==> src/rtl/riscv_instr_arb_pkg.sv <==
// Purpose: shared constants and the round-robin pick function for the instruction-port arbiter.
// Latency: n/a (types, constants and a pure combinational function).
// Backpressure: n/a.
package riscv_instr_arb_pkg;

    // Default parameter values for the arbiter top.
    localparam int NB_REQ_DEF          = 4;
    localparam int ADDR_WIDTH_DEF      = 32;
    localparam int DATA_WIDTH_DEF      = 128;
    localparam int MAX_OUTSTANDING_DEF = 2;

    // Width of every performance counter.
    localparam int CNT_W = 16;

    // Requester vectors are handled at the largest legal width inside the
    // pick function so it needs no parameterisation; callers zero-extend.
    localparam int MAX_REQ = 8;
    localparam int IDX_W   = 3;

    // One-hot winner: first set bit of req searched upward from ptr, wrapping at n.
    function automatic logic [MAX_REQ-1:0] rr_pick(input logic [MAX_REQ-1:0] req,
                                                   input logic [IDX_W-1:0]   ptr,
                                                   input int                 n);
        logic [MAX_REQ-1:0] pick;
        logic               found;
        logic [IDX_W-1:0]   idx;
        pick  = '0;
        found = 1'b0;
        for (int i = 0; i < MAX_REQ; i++) begin
            idx = IDX_W'((int'(ptr) + i) % n);
            if (i < n && !found && req[idx]) begin
                pick[idx] = 1'b1;
                found     = 1'b1;
            end
        end
        return pick;
    endfunction

endpackage

==> src/rtl/riscv_instr_arb_id_fifo.sv <==
// Purpose: in-order queue of one-hot requester IDs for granted, unanswered fetches.
// Latency: push visible at head the cycle after; head is a registered read, pop takes effect at the edge.
// Backpressure: full/empty exported; pushes while full and pops while empty are ignored.
module riscv_instr_arb_id_fifo #(
    parameter int WIDTH = 4,
    parameter int DEPTH = 2
) (
    input  logic             clk,
    input  logic             rst_n,
    input  logic             push,
    input  logic [WIDTH-1:0] push_dat,
    input  logic             pop,
    output logic             full,
    output logic             empty,
    output logic [WIDTH-1:0] head
);

    localparam int PW = (DEPTH > 1) ? $clog2(DEPTH) : 1;
    localparam int CW = $clog2(DEPTH + 1);

    logic [WIDTH-1:0] r_mem [DEPTH];
    logic [PW-1:0]    r_wr_ptr;
    logic [PW-1:0]    r_rd_ptr;
    logic [CW-1:0]    r_cnt;
    logic             w_do_push;
    logic             w_do_pop;

    assign full      = (r_cnt == CW'(DEPTH));
    assign empty     = (r_cnt == '0);
    assign head      = r_mem[r_rd_ptr];
    assign w_do_push = push && !full;
    assign w_do_pop  = pop && !empty;

    // Storage write; contents need no reset because the count qualifies them.
    always_ff @(posedge clk) begin
        if (w_do_push) begin
            r_mem[r_wr_ptr] <= push_dat;
        end
    end

    // Pointer and occupancy update; simultaneous push and pop leave the count unchanged.
    always_ff @(posedge clk) begin
        if (!rst_n) begin
            r_wr_ptr <= '0;
            r_rd_ptr <= '0;
            r_cnt    <= '0;
        end else begin
            if (w_do_push) begin
                r_wr_ptr <= (r_wr_ptr == PW'(DEPTH - 1)) ? '0 : r_wr_ptr + 1'b1;
            end
            if (w_do_pop) begin
                r_rd_ptr <= (r_rd_ptr == PW'(DEPTH - 1)) ? '0 : r_rd_ptr + 1'b1;
            end
            case ({w_do_push, w_do_pop})
                2'b10:   r_cnt <= r_cnt + 1'b1;
                2'b01:   r_cnt <= r_cnt - 1'b1;
                default: r_cnt <= r_cnt;
            endcase
        end
    end

endmodule

==> src/rtl/riscv_instr_port_arbiter.sv <==
// Purpose: round-robin share of one instruction-memory port among NB_REQ prefetchers; optional perf counters via INSTR_ARB_PERF_EN.
// Latency: request and response paths are combinational (zero cycles); grant order tracked in an ID queue.
// Backpressure: waits on mem_gnt_i with the winner locked; mem_req_o drops while MAX_OUTSTANDING fetches are in flight.
module riscv_instr_port_arbiter
    import riscv_instr_arb_pkg::*;
#(
    parameter int NB_REQ          = NB_REQ_DEF,
    parameter int ADDR_WIDTH      = ADDR_WIDTH_DEF,
    parameter int DATA_WIDTH      = DATA_WIDTH_DEF,
    parameter int MAX_OUTSTANDING = MAX_OUTSTANDING_DEF
) (
    input  logic                         clk,
    input  logic                         rst_n,
    input  logic [NB_REQ-1:0]            req_i,
    input  logic [NB_REQ*ADDR_WIDTH-1:0] addr_i,
    output logic [NB_REQ-1:0]            gnt_o,
    output logic [NB_REQ-1:0]            rvalid_o,
    output logic [DATA_WIDTH-1:0]        rdata_o,
    output logic                         mem_req_o,
    output logic [ADDR_WIDTH-1:0]        mem_addr_o,
    input  logic                         mem_gnt_i,
    input  logic                         mem_rvalid_i,
    input  logic [DATA_WIDTH-1:0]        mem_rdata_i,
    output logic                         busy_o,
    output logic                         err_o
`ifdef INSTR_ARB_PERF_EN
    ,
    output logic [NB_REQ*CNT_W-1:0]      grant_cnt_o,
    output logic [CNT_W-1:0]             stall_cnt_o
`endif
);

    logic [IDX_W-1:0]      r_rr_ptr;
    logic                  r_lock_vld;
    logic [IDX_W-1:0]      r_lock_idx;
    logic                  r_err;

    logic [MAX_REQ-1:0]    w_req_ext;
    logic [MAX_REQ-1:0]    w_pick;
    logic [IDX_W-1:0]      w_pick_idx;
    logic                  w_lock_hit;
    logic [IDX_W-1:0]      w_win_idx;
    logic [NB_REQ-1:0]     w_win_oh;
    logic                  w_any_req;
    logic                  w_mem_req;
    logic                  w_hs;
    logic                  w_pop;
    logic                  w_fifo_full;
    logic                  w_fifo_empty;
    logic [NB_REQ-1:0]     w_fifo_head;
    logic [ADDR_WIDTH-1:0] w_addr;

    assign w_req_ext = MAX_REQ'(req_i);
    assign w_pick    = rr_pick(w_req_ext, r_rr_ptr, NB_REQ);
    assign w_any_req = |req_i;

    // Convert the round-robin one-hot pick into an index.
    always_comb begin
        w_pick_idx = '0;
        for (int i = 0; i < MAX_REQ; i++) begin
            if (w_pick[i]) begin
                w_pick_idx = IDX_W'(i);
            end
        end
    end

    // A locked requester keeps the port only while it still requests.
    assign w_lock_hit = r_lock_vld && w_req_ext[r_lock_idx];
    assign w_win_idx  = w_lock_hit ? r_lock_idx : w_pick_idx;
    assign w_win_oh   = NB_REQ'(1) << w_win_idx;

    // Full comes from registered occupancy only, so no mem_rvalid_i -> mem_req_o path.
    assign w_mem_req = rst_n && w_any_req && !w_fifo_full;
    assign w_hs      = w_mem_req && mem_gnt_i;
    assign w_pop     = rst_n && mem_rvalid_i && !w_fifo_empty;

    // Address follows the current winner live, so a redirect while waiting is seen.
    always_comb begin
        w_addr = '0;
        for (int k = 0; k < NB_REQ; k++) begin
            if (w_win_idx == IDX_W'(k)) begin
                w_addr = addr_i[k*ADDR_WIDTH +: ADDR_WIDTH];
            end
        end
    end

    assign mem_req_o  = w_mem_req;
    assign mem_addr_o = w_any_req ? w_addr : '0;
    assign gnt_o      = w_hs ? w_win_oh : '0;
    assign rvalid_o   = w_pop ? w_fifo_head : '0;
    assign rdata_o    = mem_rdata_i;
    assign busy_o     = !w_fifo_empty;
    assign err_o      = r_err;

    // Round-robin pointer moves past the winner on every handshake.
    always_ff @(posedge clk) begin
        if (!rst_n) begin
            r_rr_ptr <= '0;
        end else if (w_hs) begin
            r_rr_ptr <= (w_win_idx == IDX_W'(NB_REQ - 1)) ? '0 : w_win_idx + 1'b1;
        end
    end

    // Lock holds the waiting winner until handshake or until it drops its request.
    always_ff @(posedge clk) begin
        if (!rst_n) begin
            r_lock_vld <= 1'b0;
            r_lock_idx <= '0;
        end else if (w_hs) begin
            r_lock_vld <= 1'b0;
        end else if (w_mem_req) begin
            r_lock_vld <= 1'b1;
            r_lock_idx <= w_win_idx;
        end else if (!w_lock_hit) begin
            r_lock_vld <= 1'b0;
        end
    end

    // Sticky error on a response that has no outstanding fetch to match.
    always_ff @(posedge clk) begin
        if (!rst_n) begin
            r_err <= 1'b0;
        end else if (mem_rvalid_i && w_fifo_empty) begin
            r_err <= 1'b1;
        end
    end

    riscv_instr_arb_id_fifo #(
        .WIDTH (NB_REQ),
        .DEPTH (MAX_OUTSTANDING)
    ) u_id_fifo (
        .clk      (clk),
        .rst_n    (rst_n),
        .push     (w_hs),
        .push_dat (w_win_oh),
        .pop      (w_pop),
        .full     (w_fifo_full),
        .empty    (w_fifo_empty),
        .head     (w_fifo_head)
    );

`ifdef INSTR_ARB_PERF_EN
    logic [CNT_W-1:0] r_grant_cnt [NB_REQ];
    logic [CNT_W-1:0] r_stall_cnt;

    // Saturating per-requester grant counters and a stall-cycle counter.
    always_ff @(posedge clk) begin
        if (!rst_n) begin
            for (int k = 0; k < NB_REQ; k++) begin
                r_grant_cnt[k] <= '0;
            end
            r_stall_cnt <= '0;
        end else begin
            for (int k = 0; k < NB_REQ; k++) begin
                if (w_hs && w_win_idx == IDX_W'(k) && r_grant_cnt[k] != '1) begin
                    r_grant_cnt[k] <= r_grant_cnt[k] + 1'b1;
                end
            end
            if (w_any_req && !w_hs && r_stall_cnt != '1) begin
                r_stall_cnt <= r_stall_cnt + 1'b1;
            end
        end
    end

    // Flatten the grant counters onto the output bus.
    always_comb begin
        grant_cnt_o = '0;
        for (int k = 0; k < NB_REQ; k++) begin
            grant_cnt_o[k*CNT_W +: CNT_W] = r_grant_cnt[k];
        end
    end

    assign stall_cnt_o = r_stall_cnt;
`endif

endmodule

==> config.mk <==
export PLATFORM = sky130hd
export DESIGN_NAME = riscv_instr_port_arbiter
export DESIGN_NICKNAME = d
export VERILOG_FILES = /design/src/rtl/riscv_instr_arb_pkg.sv /design/src/rtl/riscv_instr_arb_id_fifo.sv /design/src/rtl/riscv_instr_port_arbiter.sv
export SDC_FILE = /design/constraint.sdc
export NUM_CORES = 1
export LEC_CHECK = 0
export CORE_AREA = 2 2 167 169
export DETAILED_ROUTE_END_ITERATION = 10
export DIE_AREA = 0 0 169 171
export DONT_BUFFER_PORTS = 1
export PLACE_DENSITY_LB_ADDON = 0.25
export SLEW_MARGIN = 40
export SYNTH_ARGS = -nofsm -noshare
export SYNTH_HDL_FRONTEND = slang
export SYNTH_HIERARCHICAL = 1
export SYNTH_SLANG_ARGS = --single-unit
export TNS_END_PERCENT = 1
==> constraint.sdc <==
create_clock -name clk -period 8.1 [get_ports clk]
set_input_delay 2.43 -clock clk [delete_from_list [all_inputs] [get_ports clk]]
set_output_delay 2.43 -clock clk [all_outputs]
set_load 0.02 [all_outputs]
==> flow_results.xml <==
<?xml version="1.0" encoding="UTF-8"?>
<metrics>
  <group name="place">
    <metric name="finalWeightedCongestion" unit="">0.698</metric>
    <metric name="post_dp_cell_area" unit="mm2">0.00308</metric>
    <metric name="buffer_ports.inserted" unit="">0</metric>
    <metric name="detailedPlacementHpwl" unit="um">10600</metric>
  </group>
  <group name="clock_tree">
    <metric name="cts-buffers-inserted" unit="">3</metric>
    <metric name="cts_num_sinks" unit="">20</metric>
    <metric name="clock_insertion_delay_worst_skew" unit="ns">0.25</metric>
    <metric name="root_buffer" unit="">sky130_fd_sc_hd__clkbuf_16</metric>
    <metric name="cts_post_setup_buffers_inserted" unit="">0</metric>
    <metric name="clockBufferDepth" unit="">2</metric>
    <metric name="total_number_of_h_tree_levels" unit="">1</metric>
    <metric name="clock_tree_from_tritoncts" unit="">built</metric>
    <metric name="worst_setup_hold_path_clk_slew" unit="ns">0.06</metric>
  </group>
  <group name="die">
    <metric name="floorplan.die_area" unit="mm2">0.0289</metric>
    <metric name="die_width" unit="um">169</metric>
    <metric name="initial_core_util" unit="">0.123</metric>
    <metric name="core_region_area" unit="mm2">0.0273</metric>
    <metric name="row_count" unit="">61</metric>
    <metric name="boundaryPins" unit="">435</metric>
    <metric name="dieHeight" unit="um">171</metric>
  </group>
  <group name="power">
    <metric name="clock_power_share" unit="">0.057</metric>
    <metric name="max-vdd-ir-drop" unit="uV">286</metric>
    <metric name="power-per-cell-area" unit="mW/mm2">743</metric>
    <metric name="power_switching" unit="mW">1.30</metric>
    <metric name="netSwitchingFraction" unit="">0.544</metric>
    <metric name="cellInternalPower" unit="mW">1.09</metric>
    <metric name="power_frac_comb" unit="">0.880</metric>
    <metric name="power.static_leakage" unit="nW">1.15</metric>
    <metric name="power_frac_seq" unit="">0.062</metric>
    <metric name="finalPower" unit="mW">2.38</metric>
  </group>
  <group name="synth">
    <metric name="number_of_flops_mapped_to_enable_cells_by_yosys" unit="">8</metric>
    <metric name="synthTopCellsByArea" unit="">sky130_fd_sc_hd__buf_4 29%, sky130_fd_sc_hd__a221oi_1 8.3%, sky130_fd_sc_hd__dfxtp_1 7.2%</metric>
    <metric name="ys_ff_latch" unit="">20</metric>
    <metric name="post_synth_inst_count" unit="">451</metric>
    <metric name="synth_nets" unit="">727</metric>
    <metric name="synthArstFlopShare" unit="">0</metric>
    <metric name="yosys_warnings" unit="">6</metric>
    <metric name="synth_cell_type_count" unit="">44</metric>
    <metric name="yosys.area.top_type" unit="">sky130_fd_sc_hd__buf_4</metric>
    <metric name="syn_avg_cell_area" unit="um2">7.45</metric>
    <metric name="synthesis.area" unit="mm2">0.00336</metric>
    <metric name="netlist.area_leader.share" unit="">0.286</metric>
    <metric name="postSynth.topFlopCell" unit="">sky130_fd_sc_hd__dfxtp_1</metric>
    <metric name="synth-seq-area-share" unit="">0.143</metric>
  </group>
  <group name="route">
    <metric name="route.antenna.remaining_nets" unit="">0</metric>
    <metric name="routed_via_density" unit="">3.97</metric>
    <metric name="drc" unit="">0</metric>
    <metric name="dr_vias" unit="">2714</metric>
    <metric name="route.detailed.wl_per_inst" unit="um">19.2</metric>
    <metric name="detail_route.wirelength" unit="um">13100</metric>
    <metric name="iteration_0_drc_markers" unit="">169</metric>
    <metric name="drtPass1Iterations" unit="">4</metric>
  </group>
  <group name="timing">
    <metric name="rsz0062_at_grt" unit="">false</metric>
    <metric name="timing.final.setup_violations" unit="">0</metric>
    <metric name="period_minus_slack" unit="ns">7.92</metric>
    <metric name="timing.hold.ws" unit="ns">0.490</metric>
    <metric name="timing.final.crit_share" unit="">0.978</metric>
    <metric name="final_number_of_hold_violating_endpoints" unit="">0</metric>
    <metric name="worst_slew_pin_slew" unit="ns">0.564</metric>
    <metric name="clock.fmax" unit="GHz">0.126</metric>
    <metric name="fin_skew" unit="ns">0.00350</metric>
    <metric name="slew_headroom" unit="">0.624</metric>
    <metric name="final.setup.tns" unit="ns">0</metric>
    <metric name="final_max_slew_viol_count" unit="">0</metric>
  </group>
  <group name="setup_path">
    <metric name="critPathLaunch" unit="">req_i[0]</metric>
    <metric name="critical_path_peak_fanout" unit="">23</metric>
    <metric name="worstSetupPathType" unit="">in -&gt; out</metric>
    <metric name="worst-endpoint-required" unit="ns">5.67</metric>
    <metric name="kind_of_start_point_of_the_critical_path" unit="">input port</metric>
    <metric name="rr_startpoint" unit="">r_rr_ptr[0]</metric>
    <metric name="critical_path.endpoint_type" unit="">primary output</metric>
    <metric name="critical_path_arrival" unit="ns">5.49</metric>
  </group>
  <group name="layout">
    <metric name="design.final.nets" unit="">614</metric>
    <metric name="syn2layout_area_growth" unit="%">-4.47</metric>
    <metric name="design_area" unit="mm2">0.00321</metric>
    <metric name="antennaDiodeCount" unit="">0</metric>
    <metric name="final.fill_count" unit="">3182</metric>
    <metric name="multi_input_area" unit="mm2">0.00180</metric>
    <metric name="area.sequential" unit="um2">480</metric>
    <metric name="layout-drive-gt1-share" unit="">0.199</metric>
  </group>
  <group name="global_route">
    <metric name="antenna_found_initial" unit="">1</metric>
    <metric name="largest_net_degree_at_the_start_of_global_routing" unit="">39</metric>
    <metric name="number_of_global_route_vias_before_repair" unit="">2448</metric>
    <metric name="global_route.overflow_total" unit="">0</metric>
    <metric name="grt_pass1_wl" unit="um">16800</metric>
    <metric name="globalRouteTotalUtil" unit="">0.0809</metric>
  </group>
  <group name="min_path">
    <metric name="min_path_type" unit="">reg -&gt; reg</metric>
    <metric name="min-delay-start" unit="">u_id_fifo/r_wr_ptr</metric>
  </group>
  <group name="flow_run">
    <metric name="maxCapViolCount" unit="">0</metric>
  </group>
  <group name="outcome">
    <metric name="run_status" unit="">completed</metric>
  </group>
</metrics>
## flip-flops by register name, summed over array words and instances (netlist names), named ones only
name / cells
r_lock_idx: 3
r_rr_ptr: 2
err_o: 1
u_id_fifo/r_rd_ptr: 1
u_id_fifo/r_mem: 8
u_id_fifo/r_wr_ptr: 1
u_id_fifo/r_cnt: 2
r_lock_vld: 1
## cell usage after synthesis, drive strengths merged, types with 3 or more instances
master	instances
nor3	33
clkbuf	29
a21oi	38
inv	9
o21a	4
nand3b	3
nand2	5
edfxtp	8
mux2	4
ha	12
and2	4
nand2b	7
nor2b	37
or3b	3
o21ai	6
buf	130
mux4	3
nor2	42
a221oi	32
and3	8
dfxtp	12
## routing by layer
layer	vias to the layer above	global-route usage	part of all wire
met1	1256	0.102	0.41
met4	0	0.0305	0.039
met2	198	0.117	0.43
met5	-	0	0
li1	1214	-	-
met3	46	0.0405	0.13
## layout by cell type, fill, tap and decap left out, types with 5 or more instances in the layout
cell type / count
sky130_fd_sc_hd__a21oi_1: 38
sky130_fd_sc_hd__a221oi_1: 31
sky130_fd_sc_hd__and3_1: 8
sky130_fd_sc_hd__buf_4: 37
sky130_fd_sc_hd__dfxtp_1: 12
sky130_fd_sc_hd__edfxtp_1: 8
sky130_fd_sc_hd__ha_1: 9
sky130_fd_sc_hd__inv_1: 7
sky130_fd_sc_hd__nand2_1: 5
sky130_fd_sc_hd__nand2b_1: 6
sky130_fd_sc_hd__nor2_1: 42
sky130_fd_sc_hd__nor2b_1: 36
sky130_fd_sc_hd__nor3_1: 33
sky130_fd_sc_hd__o21ai_0: 5
## layout make-up
type                            count  share of cell area
Inverter                            9              0.0105
Tap cell                          346               0.135
Multi-Input combinational cell    263               0.560
Sequential cell                    20               0.150
Clock buffer                        3              0.0234
Timing Repair Buffer               41               0.112
Clock inverter                      1             0.00936
## critical path: stages
cell and delay [ns]:
sky130_fd_sc_hd__or3b_1 0.37, sky130_fd_sc_hd__a2111oi_2 0.48, sky130_fd_sc_hd__o21a_1 0.19, sky130_fd_sc_hd__nor2_1 0.05
sky130_fd_sc_hd__and3_1 0.21, sky130_fd_sc_hd__or2_1 0.24, sky130_fd_sc_hd__ha_1 0.24, sky130_fd_sc_hd__nor2b_4 0.15
sky130_fd_sc_hd__buf_12 0.16, sky130_fd_sc_hd__a221oi_1 0.29, sky130_fd_sc_hd__nor3_1 0.08, sky130_fd_sc_hd__a21oi_1 0.32
sky130_fd_sc_hd__nor2_1 0.09, sky130_fd_sc_hd__buf_4 0.18
## path summary, 6_finish.rpt
kind                      endpoint  slack [ns]  cells after the start
max                 mem_addr_o[24]        0.18                     14
min             u_id_fifo/r_wr_ptr        0.49                      2
max reg2reg  u_id_fifo/r_mem[0][3]        4.48                     10
min reg2reg     u_id_fifo/r_wr_ptr        0.49                      2
## logic make-up after synthesis
logic type / share of synthesized area
and+or+nand+nor: 0.236
buffers and inverters: 0.335
muxes: 0.0395
xor gates and xnor gates: 0.00783
DFF: 0.143
adders and majority gates: 0.0447
AOI/OAI and AO/OA: 0.193
## power by group through the flow
| stage | Combinational, mW | Sequential, mW | Clock, mW |
|---|---|---|---|
| after floorplan | 1.41 | 0.145 | 0 |
| after global placement | 2.12 | 0.151 | 0 |
| after detailed placement | 2.12 | 0.150 | 0 |
| after CTS | 2.12 | 0.148 | 0.141 |
| after global routing | 2.29 | 0.151 | 0.144 |
| final | 2.10 | 0.148 | 0.137 |
## what timing repair did
| action | in CTS | in global routing |
|---|---|---|
| resized for setup | 0 | 2 |
| hold buffers | 0 | 0 |
| setup endpoints to repair | 0 | 2 |
| endpoints found under the hold margin | 0 | 0 |
## stage by stage
stage / util / std cells / setup WS (ns)
floorplan: - / 451 / 0.191
finish: 0.117 / 683 / 0.178
global placement: 0.113 / 679 / 0.186
CTS: 0.116 / 683 / 0.108
detailed placement: 0.113 / 679 / 0.119
global route: 0.117 / 683 / 0.000779
No activity file was read; power rests on OpenSTA's default activity.
